$ cat config.mk
export PLATFORM = sky130hd
export DESIGN_NAME = imem_boot_loader
export DESIGN_NICKNAME = d
export VERILOG_FILES = /design/src/rtl/mips_pkg.sv /design/src/rtl/word_assembler.sv /design/src/rtl/imem_boot_loader.sv
export SDC_FILE = /design/constraint.sdc
export NUM_CORES = 1
export LEC_CHECK = 0
export ABC_CLOCK_PERIOD_IN_PS = 3870
export CAP_MARGIN = 15
export CELL_PAD_IN_SITES_DETAIL_PLACEMENT = 0
export CELL_PAD_IN_SITES_GLOBAL_PLACEMENT = 1
export CORE_ASPECT_RATIO = 2
export CORE_MARGIN = 4
export CORE_UTILIZATION = 35
export CTS_CLUSTER_DIAMETER = 60
export CTS_CLUSTER_SIZE = 40
export DETAILED_ROUTE_END_ITERATION = 12
export PLACE_DENSITY_LB_ADDON = 0.1
export SYNTH_ARGS = -nofsm -noshare
export SYNTH_HDL_FRONTEND = slang
export SYNTH_SLANG_ARGS = --single-unit
$ cat constraint.sdc
create_clock -name clk -period 3.87 [get_ports clk]
set_clock_uncertainty 0.2 [all_clocks]
set_input_delay 0.774 -clock clk [delete_from_list [all_inputs] [get_ports clk]]
set_output_delay 0.774 -clock clk [all_outputs]
set_load 0.1 [all_outputs]
$ cat src/rtl/mips_pkg.sv
// rtl/mips_pkg.sv - shared types and constants for the instruction-memory boot loader
package mips_pkg;

    localparam int BYTES_PER_WORD     = 4;
    localparam int DEFAULT_ADDR_WIDTH = 8;

    typedef enum logic [2:0] {
        ST_LEN_HI = 3'd0,
        ST_LEN_LO = 3'd1,
        ST_DATA   = 3'd2,
        ST_WRITE  = 3'd3,
        ST_CHK    = 3'd4,
        ST_DONE   = 3'd5,
        ST_ERROR  = 3'd6
    } boot_state_t;

endpackage

$ cat src/rtl/word_assembler.sv
// rtl/word_assembler.sv - packs a big-endian byte stream into 32-bit words
module word_assembler
    import mips_pkg::*;
(
    input  logic        i_clk,
    input  logic        i_rst_n,
    input  logic        i_shift_en,
    input  logic [7:0]  i_byte,
    output logic [31:0] o_word,
    output logic        o_word_full
);

    logic [23:0] r_shift;
    logic [1:0]  r_cnt;

    always_ff @(posedge i_clk or negedge i_rst_n) begin
        if (!i_rst_n) begin
            r_shift <= '0;
            r_cnt   <= '0;
        end else if (i_shift_en) begin
            r_shift <= {r_shift[15:0], i_byte};
            r_cnt   <= r_cnt + 2'd1;
        end
    end

    // The word is presented together with its final byte so the caller can latch it on that edge.
    assign o_word      = {r_shift, i_byte};
    assign o_word_full = i_shift_en && (r_cnt == 2'(BYTES_PER_WORD - 1));

endmodule

$ cat src/rtl/imem_boot_loader.sv
// rtl/imem_boot_loader.sv - byte-stream loader into instruction memory; optional BOOT_CHECKSUM_EN
module imem_boot_loader
    import mips_pkg::*;
#(
    parameter int ADDR_WIDTH = DEFAULT_ADDR_WIDTH,
    parameter int MAX_WORDS  = 2**ADDR_WIDTH
) (
    input  logic                  clk,
    input  logic                  reset,
    input  logic                  rx_valid,
    input  logic [7:0]            rx_data,
    output logic                  rx_ready,
    output logic                  imem_wr_en,
    output logic [ADDR_WIDTH-1:0] imem_wr_addr,
    output logic [31:0]           imem_wr_data,
    output logic                  cpu_reset_n,
    output logic                  boot_done,
    output logic                  boot_error
);

`ifdef BOOT_CHECKSUM_EN
    localparam boot_state_t ST_FINAL = ST_CHK;
`else
    localparam boot_state_t ST_FINAL = ST_DONE;
`endif

    boot_state_t           r_state;
    logic [7:0]            r_len_hi;
    logic [15:0]           r_len;
    logic [16:0]           r_words;
    logic [ADDR_WIDTH-1:0] r_wr_addr;
    logic [31:0]           r_wr_data;

    logic        w_accept;
    logic [15:0] w_len;
    logic        w_len_too_big;
    logic        w_last_word;
    logic [31:0] w_word;
    logic        w_word_full;

    assign rx_ready      = (r_state == ST_LEN_HI) || (r_state == ST_LEN_LO) ||
                           (r_state == ST_DATA)   || (r_state == ST_CHK);
    assign w_accept      = rx_valid && rx_ready;
    assign w_len         = {r_len_hi, rx_data};
    assign w_len_too_big = 32'(w_len) > $unsigned(32'(MAX_WORDS));
    assign w_last_word   = (r_words + 17'd1) >= {1'b0, r_len};

    word_assembler u_word_assembler (
        .i_clk       (clk),
        .i_rst_n     (reset),
        .i_shift_en  (w_accept && (r_state == ST_DATA)),
        .i_byte      (rx_data),
        .o_word      (w_word),
        .o_word_full (w_word_full)
    );

`ifdef BOOT_CHECKSUM_EN
    logic [7:0] r_csum;

    always_ff @(posedge clk or negedge reset) begin
        if (!reset) begin
            r_csum <= '0;
        end else if (w_accept && (r_state != ST_CHK)) begin
            r_csum <= r_csum ^ rx_data;
        end
    end
`endif

    always_ff @(posedge clk or negedge reset) begin
        if (!reset) begin
            r_state   <= ST_LEN_HI;
            r_len_hi  <= '0;
            r_len     <= '0;
            r_words   <= '0;
            r_wr_addr <= '0;
            r_wr_data <= '0;
        end else begin
            case (r_state)
                ST_LEN_HI: if (w_accept) begin
                    r_len_hi <= rx_data;
                    r_state  <= ST_LEN_LO;
                end
                ST_LEN_LO: if (w_accept) begin
                    r_len <= w_len;
                    if (w_len_too_big)      r_state <= ST_ERROR;
                    else if (w_len == 16'd0) r_state <= ST_FINAL;
                    else                    r_state <= ST_DATA;
                end
                ST_DATA: if (w_word_full) begin
                    r_wr_data <= w_word;
                    r_wr_addr <= r_words[ADDR_WIDTH-1:0];
                    r_state   <= ST_WRITE;
                end
                ST_WRITE: begin
                    r_words <= r_words + 17'd1;
                    r_state <= w_last_word ? ST_FINAL : ST_DATA;
                end
`ifdef BOOT_CHECKSUM_EN
                ST_CHK: if (w_accept) begin
                    r_state <= (rx_data == r_csum) ? ST_DONE : ST_ERROR;
                end
`endif
                default: r_state <= r_state;
            endcase
        end
    end

    assign imem_wr_en   = (r_state == ST_WRITE);
    assign imem_wr_addr = r_wr_addr;
    assign imem_wr_data = r_wr_data;
    assign cpu_reset_n  = (r_state == ST_DONE);
    assign boot_done    = (r_state == ST_DONE);
    assign boot_error   = (r_state == ST_ERROR);

endmodule

==> reports/metrics.yaml <==
global_routing:
  antenna_found_initial: 0
  grt_overflow_total: 0
  grt_max_degree: 58
  grt_pass1_wl_um: 18110
  grtUsageTotal: 0.1455
  grt_pass1_vias: 3278
synthesis:
  yosys.cell_types.count: 45
  netlist_area_sq_mm: 0.004970
  synth_seq_cells: 110
  synth.area.top_cells: "dfrtp_1 (55%), mux2_2 (15%), ha_1 (4.5%)"
  synth-edff-count: 0
  async_flop_share: 1.000
  synth_top_area_share: 0.5539
  synth.avg_cell_area_sq_um: 12.58
  syn_inst: 395
  seq_area_frac_synth: 0.5539
  yosysTopAreaCell: "dfrtp_1"
  yosys_warnings: 0
  ys.flop_type: "dfrtp_1"
  synth_nets: 424
route:
  first_pass_iters: 4
  antenna_left: 0
  wire_per_inst_um: 16.79
  met2_length_um: 6231
  wirelength_um: 10850
  drc: 0
  top_layer_used: "met4"
  via_per_inst: 4.686
  drt_iter0_drc: 74
  met1_length_um: 4228
  route.met3.wl_um: 241
  vias: 3027
timing:
  slew_viol_final: 0
  max_freq_mhz: 310.8
  fin_crit_ns: 3.218
  tightest_slew_ns: 0.9890
  fin_tns_setup_ns: 0
  rsz0062_at_grt: "false"
  max_slew_margin: 0.3386
  finalSetupViolCount: 0
  finalHoldViolCount: 0
  min_period_over_period: 0.8315
floorplanning:
  start_util: 0.3578
  dieArea_sq_mm: 0.01629
  ioPinCount: 56
  die_h_um: 176.5
  fp.dieW_um: 92.26
  coreArea_sq_mm: 0.01389
  num_rows: 61
clock_network:
  cts_root_buf: "clkbuf_16"
  clock_path_buffers: 2
  htreeDepth: 3
  cts_resized: 0
  cts.sinks: 110
  insertion_delay_ns: 0.35
  post-cts-setup-buffers: 0
  clk_pin_slew_ns: 0.08
  numCtsBuffers: 9
  cts_tree: "yes"
  postCtsHoldBufs: 0
worst_setup_path:
  crit_path_start_kind: "flip-flop"
  cp_slowest_cell: "dfrtp_1"
  end_kind: "flip-flop"
  path_max_fanout: 5
  worst-path-buf-inv: 0
  crit_family: "simple AND/OR/NAND/NOR gates"
  required_ns: 3.96
  critPathMaxStageDelay_ns: 0.45
  crit_chain: "ha_1 > nand3_1 > nor2_4 > and3_1 > nand3_1 > xnor2_1 > ha_1 > nand4_1 > nor3_1 > o311ai_1 > o211a_1 > a41oi_1 > a211o_1"
  critPathKind: "flip-flop to flip-flop"
  crit_arrival_ns: 3.31
finish:
  drive_gt1_frac: 0.2451
  final_nets: 481
  areaGrowthSynthToFinish_pct: 20.80
  diodes: 0
pwr:
  p_total_uw: 5138
  p_leak_uw: 0.002711
  cellPowerDensity_mw_per_mm2: 855.9
  peakVddDrop_uv: 363.7
hold_path:
  worstHoldPathType: "primary input to asynchronous set/reset pin"
status:
  status: "complete, no violations"
placed_design:
  place.gp.congestion: 0.8719
  portBuffers: 55
  hpwl_um: 8091
job:
  cap_violations: 0
==> layout make-up <==
| class | instances | area (sq um) |
|---|---|---|
| repair buffers | 61 | 593.1 |
| inverters | 17 | 63.81 |
| multi-input cells | 253 | 2056 |
| well taps | 189 | 236.5 |
| clock buffers | 10 | 239.0 |
| fillers | 1367 | 7888 |
| clock inverters | 6 | 62.56 |
| flip-flops and latches | 110 | 2753 |
==> report_power, final <==
group | leakage [uW] | internal (uW) | switching, uW
Combinational | 0.00126 | 689 | 1810
Sequential | 0.00131 | 1480 | 210
Clock | 0.000149 | 474 | 469
==> through the flow <==
step,setup WS [ns],cells,area [sq um],util,hold slack (ns)
after detailed placement,0.6671,630,5702,0.4105,0.2751
after CTS,0.6249,646,6003,0.4322,0.2963
after global placement,0.7438,630,5702,0.4105,0.2625
after floorplan,0.9663,395,4970,-,0.2480
final,0.6520,646,6003,0.4322,0.2730
after global routing,0.3523,646,6003,0.4322,0.3102
==> registers in the layout (all words and copies together) (netlist names) <==
name	flops
r_state	3
r_words	17
imem_wr_addr	8
r_len	16
u_word_assembler.r_cnt	2
imem_wr_data	32
r_len_hi	8
u_word_assembler.r_shift	24
==> layout by cell type (no fill, tap or decap), types with 2 or more instances in the layout <==
cell | synthesis | routed
clkbuf_16 | 0 | 9
dfrtp_1 | 110 | 110
nand2_1 | 38 | 38
mux2_2 | 68 | 68
o21ai_0 | 20 | 20
xor2_1 | 18 | 18
a21oi_1 | 4 | 4
ha_1 | 18 | 18
inv_6 | 0 | 3
nor3_2 | 3 | 3
nand4_1 | 5 | 5
a211oi_1 | 2 | 2
clkdlybuf4s50_1 | 0 | 49
nor4_1 | 3 | 3
nand3_2 | 3 | 3
buf_4 | 2 | 11
mux2_1 | 6 | 6
and3_1 | 2 | 2
nand3_1 | 7 | 7
nor2_1 | 15 | 15
nor3_1 | 5 | 5
xnor2_1 | 15 | 15
inv_1 | 16 | 16
nor2_4 | 2 | 2
==> per-layer routing <==
layer,up-vias,track usage
li1,1474,-
met1,1505,0.1630
met2,38,0.2750
met3,10,0.02516
met4,0,0.04591
met5,-,0
==> kinds of logic (layout without fill, tap and decap cells) <==
group / count (synthesis) / after routing / synth area share
xor+xnor: 33 / 33 / 0.05816
mux: 74 / 74 / 0.1677
fa+ha+maj: 18 / 18 / 0.04532
compound gates: 36 / 36 / 0.04457
simple gates: 92 / 92 / 0.09693
buf+inv: 32 / 94 / 0.03348
flops: 110 / 110 / 0.5539
==> worst paths after layout <==
| check | from | end | slack (ns) | depth (start not counted) |
|---|---|---|---|---|
| setup reg to reg | r_words[0]$_DFFE_PN0P_ | r_state[0]$_DFFE_PN0P_ | 0.65 | 13 |
| hold reg to reg | u_word_assembler.r_shift[19]$_DFFE_PN0P_ | imem_wr_data[27]$_DFFE_PN0P_ | 0.29 | 1 |
| hold / removal | reset | imem_wr_data[17]$_DFFE_PN0P_ | 0.27 | 1 |
| max in group asynchronous | reset | imem_wr_data[4]$_DFFE_PN0P_ | 2.43 | 2 |
| min in group clk | u_word_assembler.r_shift[19]$_DFFE_PN0P_ | imem_wr_data[27]$_DFFE_PN0P_ | 0.29 | 1 |
| setup / recovery | r_words[0]$_DFFE_PN0P_ | r_state[0]$_DFFE_PN0P_ | 0.65 | 13 |
==> worst reg2reg max path: cells and delay by family, from the launching register on <==
kind	cells	cell delay (ns)
fa+ha+maj	2	0.53
compound gates	4	0.64
simple gates	6	1.19
flops	1	0.45
xor+xnor	1	0.14
==> cells in the mapped netlist (2+ instances only) <==
cell / number
dfrtp_1: 110
mux2_2: 68
nand2_1: 38
o21ai_0: 20
ha_1: 18
xor2_1: 18
inv_1: 16
nor2_1: 15
xnor2_1: 15
nand3_1: 7
mux2_1: 6
buf_2: 5
nand4_1: 5
nor3_1: 5
a21oi_1: 4
buf_6: 4
nand3_2: 3
nor3_2: 3
nor4_1: 3
a211oi_1: 2
and3_1: 2
buf_4: 2
clkbuf_1: 2
clkbuf_2: 2
nor2_4: 2
Note: power is estimated with default switching activity, not from simulation.
